<file path="src/rtl/fp_ctrl_pkg.sv">
// Shared types and constants for the serial FP adder sequencer.
package fp_ctrl_pkg;

  localparam int unsigned WORD_W_DEF = 32;
  localparam int unsigned CNT_W      = 6;

  typedef enum logic [3:0] {
    StIdle,
    StLoadA,
    StGapA,
    StLoadB,
    StGapB,
    StArm,
    StWait,
    StShift,
    StDone
  } state_e;

endpackage

</file>
<file path="src/rtl/fp_piso.sv">
// Parallel-load, serial-out shift register, LSB first. Holds the captured adder result.
module fp_piso #(
  parameter int unsigned WORD_W = 32
) (
  input  logic              clk_i,
  input  logic              rst_i,
  input  logic              load_i,
  input  logic [WORD_W-1:0] data_i,
  input  logic              shift_i,
  output logic              serial_o,
  output logic              empty_o
);

  localparam int unsigned CntW = $clog2(WORD_W + 1);

  logic [WORD_W-1:0] data_q;
  logic [CntW-1:0]   cnt_q;

  always_ff @(posedge clk_i) begin
    if (rst_i) begin
      data_q <= '0;
      cnt_q  <= '0;
    end else if (load_i) begin
      data_q <= data_i;
      cnt_q  <= CntW'(WORD_W);
    end else if (shift_i && (cnt_q != '0)) begin
      data_q <= {1'b0, data_q[WORD_W-1:1]};
      cnt_q  <= cnt_q - CntW'(1);
    end
  end

  assign serial_o = data_q[0];
  assign empty_o  = (cnt_q == '0);

endmodule

</file>
<file path="src/rtl/fp_serial_ctrl.sv">
// Sequencer: loads operands A then B from one bitstream, starts the adder,
// then serialises the captured sum LSB first.
module fp_serial_ctrl
  import fp_ctrl_pkg::*;
#(
  parameter int unsigned WORD_W      = WORD_W_DEF,
  parameter int unsigned ADD_TIMEOUT = 64
) (
  input  logic              clk_in,
  input  logic              rst_in,
  input  logic              start_in,
  input  logic              serial_in,
  input  logic              bit_vld_in,
  output logic              bit_rdy_out,
  output logic              ser_out,
  output logic              wr_a_out,
  output logic              wr_b_out,
  output logic              en_out,
  output logic              add_start_out,
  input  logic              add_done_in,
  input  logic [WORD_W-1:0] add_result_in,
  output logic              serial_out,
  output logic              serial_vld_out,
  input  logic              serial_rdy_in,
  output logic              busy_out,
  output logic              done_out,
  output logic              err_out
);

  localparam int unsigned TmrW = (ADD_TIMEOUT > 2) ? $clog2(ADD_TIMEOUT) : 1;
  localparam logic [CNT_W-1:0] LastBit  = CNT_W'(WORD_W - 1);
  localparam logic [TmrW-1:0]  LastTick = TmrW'(ADD_TIMEOUT - 1);

  state_e           state_q, state_d;
  logic [CNT_W-1:0] cnt_q, cnt_d;
  logic [TmrW-1:0]  tmr_q, tmr_d;
  logic             err_q, err_d;
  logic             bit_rdy_q, en_q, add_start_q, busy_q, done_q;
  logic             load_res;
  logic             accept;
  logic             shift_hs;
  logic             piso_empty;

  assign accept   = bit_vld_in && bit_rdy_q;
  assign shift_hs = serial_vld_out && serial_rdy_in;

  always_comb begin
    state_d  = state_q;
    cnt_d    = cnt_q;
    tmr_d    = tmr_q;
    err_d    = err_q;
    load_res = 1'b0;
    unique case (state_q)
      StIdle: begin
        if (start_in) begin
          state_d = StLoadA;
          cnt_d   = '0;
          err_d   = 1'b0;
        end
      end
      StLoadA, StLoadB: begin
        if (accept) begin
          if (cnt_q == LastBit) begin
            state_d = (state_q == StLoadA) ? StGapA : StGapB;
            cnt_d   = '0;
          end else begin
            cnt_d = cnt_q + CNT_W'(1);
          end
        end
      end
      // One idle cycle lets the operand shift register finish its wrap.
      StGapA: state_d = StLoadB;
      StGapB: state_d = StArm;
      StArm: begin
        state_d = StWait;
        tmr_d   = '0;
      end
      StWait: begin
        if (add_done_in) begin
          load_res = 1'b1;
          state_d  = StShift;
          cnt_d    = '0;
        end else if (tmr_q == LastTick) begin
          err_d   = 1'b1;
          state_d = StDone;
        end else begin
          tmr_d = tmr_q + TmrW'(1);
        end
      end
      StShift: begin
        if (shift_hs) begin
          if (cnt_q == LastBit) begin
            state_d = StDone;
            cnt_d   = '0;
          end else begin
            cnt_d = cnt_q + CNT_W'(1);
          end
        end
      end
      StDone:  state_d = StIdle;
      default: state_d = StIdle;
    endcase
  end

  // Outputs are registered from the next state so they align with state_q.
  always_ff @(posedge clk_in) begin
    if (rst_in) begin
      state_q     <= StIdle;
      cnt_q       <= '0;
      tmr_q       <= '0;
      err_q       <= 1'b0;
      bit_rdy_q   <= 1'b0;
      en_q        <= 1'b0;
      add_start_q <= 1'b0;
      busy_q      <= 1'b0;
      done_q      <= 1'b0;
    end else begin
      state_q     <= state_d;
      cnt_q       <= cnt_d;
      tmr_q       <= tmr_d;
      err_q       <= err_d;
      bit_rdy_q   <= (state_d == StLoadA) || (state_d == StLoadB);
      en_q        <= (state_d == StArm) || (state_d == StWait);
      add_start_q <= (state_d == StWait) && (state_q != StWait);
      busy_q      <= (state_d != StIdle);
      done_q      <= (state_d == StDone);
    end
  end

  fp_piso #(
    .WORD_W(WORD_W)
  ) u_piso (
    .clk_i   (clk_in),
    .rst_i   (rst_in),
    .load_i  (load_res),
    .data_i  (add_result_in),
    .shift_i (shift_hs),
    .serial_o(serial_out),
    .empty_o (piso_empty)
  );

  assign ser_out        = serial_in;
  assign wr_a_out       = bit_vld_in && (state_q == StLoadA);
  assign wr_b_out       = bit_vld_in && (state_q == StLoadB);
  assign bit_rdy_out    = bit_rdy_q;
  assign en_out         = en_q;
  assign add_start_out  = add_start_q;
  assign serial_vld_out = !piso_empty;
  assign busy_out       = busy_q;
  assign done_out       = done_q;
  assign err_out        = err_q;

endmodule

</file>
<file path="config.mk">
export PLATFORM = sky130hd
export DESIGN_NAME = fp_serial_ctrl
export DESIGN_NICKNAME = d
export VERILOG_FILES = /design/src/rtl/fp_ctrl_pkg.sv /design/src/rtl/fp_piso.sv /design/src/rtl/fp_serial_ctrl.sv
export SDC_FILE = /design/constraint.sdc
export NUM_CORES = 1
export LEC_CHECK = 0
export BUFFER_PORTS_ARGS = -buffer_cell sky130_fd_sc_hd__buf_2
export CAP_MARGIN = 5
export CORE_MARGIN = 2
export CORE_UTILIZATION = 55
export CTS_CLUSTER_DIAMETER = 40
export DETAILED_ROUTE_END_ITERATION = 8
export GPL_TIMING_DRIVEN = 0
export PLACE_DENSITY = 0.79
export SLEW_MARGIN = 20
export SYNTH_ARGS = -nofsm -noshare
export SYNTH_HDL_FRONTEND = slang
export SYNTH_SLANG_ARGS = --single-unit
export TNS_END_PERCENT = 10
</file>
<file path="constraint.sdc">
create_clock -name clk_in -period 2.6 [get_ports clk_in]
set_input_delay 0 -clock clk_in [delete_from_list [all_inputs] [get_ports clk_in]]
set_output_delay 0 -clock clk_in [all_outputs]
set_load 0.05 [all_outputs]
</file>
==> impl_metrics.py, run 1 <==
metrics = {
    "place": {
        "routabilityCongestion": 0.877,
        "dp_slack_ns": 0.245,
        "portBuffers": 47,
        "dp_hpwl_mm": 4.61,
    },
    "logic_synthesis": {
        "synth_top_family_by_area": "simple AND/OR/NAND/NOR gates",
        "synthAdderAreaFrac_pct": 1.32,
        "synth_simple_gate_area_share_pct": 29.2,
        "muxShareOfSynthArea_pct": 0,
        "syn-num-nets": 399,
        "synth_cell_type_count": 46,
        "synthXorXnorAreaFrac_pct": 1.54,
        "synth_edf_count": 0,
        "synth_compound_area_share_pct": 21.7,
        "syn_avg_cell_area_sq_um": 7.98,
        "ys_seq_area_share_pct": 42.2,
        "ys_ff_latch": 60,
        "synth.most_common_cell": "nand2_1",
        "synth_top_cell_area_share_pct": 42.2,
        "synthArstFlopShare_pct": 0,
        "synthFlopType": "dfxtp_1",
        "netlist_area_sq_um": 2850,
        "synth_area_leaders": "dfxtp_1, a311oi_1, nand2_1",
        "synthTopCellsByCount": "nand2_1, dfxtp_1, nor2_1",
        "ys_warn_count": 0,
        "netlist_instances": 357,
        "yosysTopAreaCell": "dfxtp_1",
    },
    "sta": {
        "fin_skew_ns": 0.00394,
        "rsz0062_at_grt": "no",
        "worst_slack_ns": 0.215,
        "finalSetupTns_ns": 0,
        "max_slew.worst_pin.slew_ns": 1.00,
        "whs_ns": 0.0731,
        "max_freq_ghz": 0.419,
        "post-route-min-period_ns": 2.38,
        "hold_viol_final": 0,
        "finalCritPeriodShare_pct": 91.7,
        "relSlewSlack_pct": 32.7,
        "setup_viol": 0,
        "slew_viol_final": 0,
    },
    "power": {
        "ir_drop_uv": 405,
        "power_frac_comb_pct": 22.9,
        "clockPowerShare_pct": 34.8,
        "p_seq_share_pct": 42.3,
        "p_leak_nw": 1.39,
        "p_int_w": 0.00161,
        "switching_share_pct": 30.8,
        "switchingPower_w": 0.000715,
        "powerDensity_nw_per_um2": 632,
    },
    "setup_path": {
        "timing.rr.end": "tmr_q[5]$_SDFFE_PP0P_",
        "reg2reg_depth": 7,
        "crit_fanout": 10,
        "cp-end-kind": "flop",
        "r2r_start": "cnt_q[0]$_SDFFE_PP0P_",
        "setup.worst_path.class": "reg2reg",
        "rrSetupSlack_ns": 0.22,
        "arrival_ns": 2.66,
        "required_ns": 2.87,
        "cp-start-kind": "flop",
    },
    "final_layout": {
        "final_nets": 489,
        "fillers": 406,
        "register_area_sq_um": 1200,
        "diodes": 0,
        "drive_above_1_share_pct": 16.4,
        "multi_input_comb_area_sq_um": 1530,
        "syn2layout_area_growth_pct": 29.1,
    },
    "clocking": {
        "root_buffer": "clkbuf_8",
        "cts_tree": "done",
        "clk_latency_ns": 0.34,
        "clk_path_buf_depth": 2,
        "clkSlewWorstSetupHoldPaths_ns": 0.06,
        "cts_made_buffers": 9,
        "htree_levels": 3,
        "clkSinkCount": 60,
    },
    "status": {
        "status": "complete, no violations",
    },
    "grt": {
        "antenna_found_initial": 0,
        "overflow": 0,
        "grt_pass1_vias": 2711,
        "grt_use_total_pct": 26.9,
        "grt_max_degree": 11,
        "grt_first_pass_wirelength_mm": 12.4,
    },
    "min_path": {
        "min_from": "start_in",
        "hold_path_class": "in2reg",
        "min_path_cells": 4,
        "holdPathEnd": "err_out$_SDFFE_PP0P_",
    },
    "detailed_routing": {
        "drtAntennaViolNets": 0,
        "drt-wirelength-per-cell_um": 14.6,
        "drtIter0Drc": 184,
        "drc": 0,
        "vias": 2974,
        "drt_pre_antenna_iters": 5,
        "routed_wl_mm": 7.63,
        "via_per_inst": 5.71,
    },
    "floorplan": {
        "core_area_sq_um": 5040,
        "start_util_pct": 56.5,
        "chipWidth_um": 76.0,
        "rows": 26,
        "die_h_um": 76.0,
        "die_area_sq_um": 5770,
        "pin_count": 50,
    },
    "job": {
        "maxCapViolations": 0,
    },
}
-- worst max-delay path, stage by stage (launching register included) --
cell	delay, ns
dfxtp_1	0.37
ha_1	0.25
nand4_2	0.18
or2_2	0.33
a21oi_1	0.33
o211ai_4	0.19
or4_1	0.53
a21oi_1	0.14
-- cell usage in the layout, fill, tap and decap left out, types with 3 or more instances in the layout --
cell type      count
nor3_1             6
and3_1             3
nand3b_1           3
or4_1              3
ha_1               3
clkbuf_1          21
a31oi_1            3
nand2_1           74
dfxtp_1           60
a311oi_1          32
nor2b_1            6
clkbuf_8          10
and2_1             3
a21oi_1           20
nand3_1            6
inv_1              3
nand2b_1           8
buf_2             51
o21ai_0           11
xnor2_1            3
nor2_1            50
dlygate4sd3_1     32
-- cells by family (layout without fill, tap and decap cells) --
group | after synthesis | after routing
xor gates and xnor gates | 5 | 5
DFF | 60 | 60
AOI/OAI and AO/OA | 83 | 83
buffers and inverters | 28 | 122
adders and majority gates | 3 | 3
and+or+nand+nor | 178 | 178
-- timing repair --
action / in CTS / in global routing
resized for setup: 0 / 2
buffers inserted: 0 / 0
hold endpoints to repair: 32 / 0
hold buffers: 32 / 0
endpoints found under the setup margin: 0 / 1
-- routing by layer --
layer / vias up / track usage [%] / wire, um
met5: - / 0 / 0
met4: 0 / 13.3 / 216
met3: 25 / 5.24 / 436
li1: 1446 / - / -
met1: 1376 / 33.1 / 3260
met2: 127 / 45.3 / 3710
-- power groups by stage --
stage	Combinational [W]	Clock (W)	Sequential, W
2_1_floorplan	0.000350	0	0.00101
6_report	0.000531	0.000808	0.000983
5_1_grt	0.000584	0.000852	0.000988
4_1_cts	0.000519	0.000813	0.000982
3_3_place_gp	0.000472	0	0.00100
3_5_place_dp	0.000480	0	0.00100
-- per-stage QoR --
stage | instance area (sq um) | power, W | cells | utilization (%)
floorplan | 2850 | 0.00136 | 357 | -
global placement | 3170 | 0.00147 | 474 | 62.9
detailed placement | 3170 | 0.00148 | 474 | 62.9
global route | 3680 | 0.00242 | 521 | 72.9
CTS | 3670 | 0.00231 | 521 | 72.9
finish | 3680 | 0.00232 | 521 | 72.9
-- sequential cells by signal, summed over array words and instances (netlist names) --
name,count
u_piso.data_q,32
cnt_q,6
tmr_q,6
u_piso.cnt_q,6
state_q,4
add_start_out,1
bit_rdy_out,1
busy_out,1
done_out,1
en_out,1
err_out,1
-- area by class of cell --
type	instances	area share, %
sequential	60	32.7
buffer	25	2.93
inverter	3	0.306
timing repair buffer	79	15.1
clock buffer	13	4.05
multi-input combinational	269	41.6
clock inverter	2	0.953
tap	70	2.38
-- worst max-delay path by stage --
| stage | from | endpoint | slack, ns |
|---|---|---|---|
| finish | cnt_q[0]$_SDFFE_PP0P_ | tmr_q[5]$_SDFFE_PP0P_ | 0.22 |
| global route | cnt_q[0]$_SDFFE_PP0P_ | tmr_q[5]$_SDFFE_PP0P_ | 0.04 |
| CTS | u_piso.cnt_q[0]$_SDFFE_PP0P_ | cnt_q[2]$_SDFFE_PP0P_ | 0.19 |
| detailed placement | cnt_q[0]$_SDFFE_PP0P_ | tmr_q[5]$_SDFFE_PP0P_ | 0.24 |
| global placement | u_piso.cnt_q[0]$_SDFFE_PP0P_ | cnt_q[2]$_SDFFE_PP0P_ | 0.30 |
| floorplan | bit_rdy_out$_SDFF_PP0_ | tmr_q[5]$_SDFFE_PP0P_ | 0.38 |
No activity file was read; power rests on OpenSTA's default activity.
==> inputs of run 2 (changes only) <==
--- a/config.mk
+++ b/config.mk
@@ -9,6 +9,7 @@
 export CAP_MARGIN = 5
 export CORE_MARGIN = 2
 export CORE_UTILIZATION = 55
+export CTS_BUF_LIST = sky130_fd_sc_hd__clkbuf_4 sky130_fd_sc_hd__clkbuf_8 sky130_fd_sc_hd__clkbuf_16
 export CTS_CLUSTER_DIAMETER = 40
 export DETAILED_ROUTE_END_ITERATION = 8
 export GPL_TIMING_DRIVEN = 0
==> run 2 against run 1 <==
Count of clock-buffer cells in the layout unchanged. Sequential share of layout area decreased by 0.10 points. Utilization increased by 0.22 points. Global-route usage decreased by 0.70 points. Clock power increased by 3.6%. Sequential power about the same. Sequential cell count unchanged. First-iteration DRC count increased by 6.5%. Combinational power about the same. Wire length decreased by 3.6%. Via count decreased by 1.7%. Critical path depth unchanged.
==> impl_metrics.py, run 2 (synthesis results as in run 1) <==
metrics = {
    "power": {
        "powerDensity_nw_per_um2": 637,
        "ir_drop_uv": 403,
        "switchingPower_w": 0.000710,
        "power_frac_comb_pct": 22.5,
        "power_w": 0.00235,
        "clockPowerShare_pct": 35.7,
        "switching_share_pct": 30.2,
        "p_seq_share_pct": 41.9,
        "p_leak_nw": 1.40,
        "p_int_w": 0.00164,
    },
    "place": {
        "portBuffers": 47,
        "dp_hpwl_mm": 4.61,
        "routabilityCongestion": 0.877,
    },
    "clocking": {
        "cts_tree": "done",
        "clkSlewWorstSetupHoldPaths_ns": 0.06,
        "clk_path_buf_depth": 2,
        "post_cts_buffers": 0,
        "clk_latency_ns": 0.34,
        "root_buffer": "clkbuf_8",
        "cts_made_buffers": 9,
        "clkSinkCount": 60,
        "htree_levels": 3,
    },
    "sta": {
        "finalCritPeriodShare_pct": 91.6,
        "max_freq_ghz": 0.420,
        "setup_viol": 0,
        "finalSetupTns_ns": 0,
        "fin_skew_ns": 0.00549,
        "max_slew.worst_pin.slew_ns": 0.997,
        "relSlewSlack_pct": 33.1,
        "slew_viol_final": 0,
        "hold_viol_final": 0,
        "rsz0062_at_grt": "no",
        "post-route-min-period_ns": 2.38,
    },
    "setup_path": {
        "cp-end-kind": "flop",
        "setup.worst_path.class": "reg2reg",
        "crit_fanout": 10,
        "required_ns": 2.87,
        "cp-start-kind": "flop",
        "arrival_ns": 2.65,
        "reg2reg_depth": 7,
    },
    "grt": {
        "grt_use_total_pct": 26.2,
        "grt_pass1_vias": 2715,
        "overflow": 0,
        "antenna_found_initial": 0,
        "grt_max_degree": 11,
        "grt_first_pass_wirelength_mm": 12.2,
    },
    "floorplan": {
        "die_h_um": 76.0,
        "chipWidth_um": 76.0,
        "rows": 26,
        "die_area_sq_um": 5770,
        "pin_count": 50,
        "start_util_pct": 56.5,
        "core_area_sq_um": 5040,
    },
    "min_path": {
        "min_path_cells": 4,
        "hold_path_class": "in2reg",
    },
    "detailed_routing": {
        "drt-wirelength-per-cell_um": 14.1,
        "drt_pre_antenna_iters": 5,
        "routed_wl_mm": 7.35,
        "vias": 2924,
        "via_per_inst": 5.61,
        "drtAntennaViolNets": 0,
        "drc": 0,
        "drtIter0Drc": 196,
    },
    "final_layout": {
        "final_common_cell": "nand2_1",
        "fin_util_pct": 73.1,
        "multi_input_comb_area_sq_um": 1530,
        "top_register": "u_piso.data_q",
        "most-common-layout-cells": "nand2_1, dfxtp_1, buf_2",
        "register_area_sq_um": 1200,
        "syn2layout_area_growth_pct": 29.5,
        "diodes": 0,
        "drive_above_1_share_pct": 17.1,
        "final_nets": 489,
        "fillers": 405,
        "largest_register_ffs": 32,
    },
    "status": {
        "status": "complete, no violations",
    },
    "job": {
        "maxCapViolations": 0,
    },
}
-- run 2: cell counts in the layout (fill, tap and decap cells not counted) --
Identical to the previous run, type by type.
-- run 2: area by class of cell --
| class | count | area share [%] |
|---|---|---|
| Clock inverter | 2 | 0.950 |
| Sequential cell | 60 | 32.6 |
| Buffer | 25 | 2.92 |
| Multi-Input combinational cell | 269 | 41.5 |
| Timing Repair Buffer | 79 | 15.1 |
| Tap cell | 70 | 2.38 |
| Inverter | 3 | 0.305 |
| Clock buffer | 13 | 4.34 |
-- run 2: final timing paths --
path,from,end,slack [ns]
max reg2reg,cnt_q[0]$_SDFFE_PP0P_,tmr_q[5]$_SDFFE_PP0P_,0.22
max,cnt_q[0]$_SDFFE_PP0P_,tmr_q[5]$_SDFFE_PP0P_,0.22
min reg2reg,err_out$_SDFFE_PP0P_,err_out$_SDFFE_PP0P_,0.47
min,start_in,err_out$_SDFFE_PP0P_,0.08
-- run 2: worst max-delay path: stages (launching register included) --
cell	delay, ns
dfxtp_1	0.38
ha_1	0.25
nand4_2	0.18
or2_2	0.33
a21oi_1	0.32
o211ai_4	0.19
or4_1	0.52
a21oi_1	0.14
-- run 2: per-layer routing --
| layer | share of wire (%) | track usage (%) | vias up |
|---|---|---|---|
| li1 | - | - | 1447 |
| met1 | 43 | 32.3 | 1332 |
| met2 | 48 | 42.7 | 117 |
| met3 | 5.9 | 6.19 | 28 |
| met4 | 3.1 | 14.0 | 0 |
| met5 | 0 | 0 | - |
-- run 2: through the flow --
stage / hold slack [ns] / worst slack, ns / cell area, sq um / std cells
global placement: 0.244 / 0.300 / 3170 / 474
global route: 0.0924 / 0.0383 / 3690 / 521
floorplan: 0.136 / 0.378 / 2850 / 357
CTS: 0.0681 / 0.194 / 3690 / 521
detailed placement: 0.253 / 0.245 / 3170 / 474
finish: 0.0763 / 0.219 / 3690 / 521
-- run 2: power by group through the flow --
stage	registers, W	clock network, W	logic (W)
5_1_grt	0.000988	0.000885	0.000583
6_report	0.000983	0.000837	0.000528
3_5_place_dp	0.00100	0	0.000480
3_3_place_gp	0.00100	0	0.000472
2_1_floorplan	0.00101	0	0.000350
4_1_cts	0.000982	0.000846	0.000519
-- run 2: timing repair --
item	CTS	global route
resized for setup	0	2
endpoints found under the hold margin	32	0
setup endpoints to repair	0	1
hold buffers	32	0
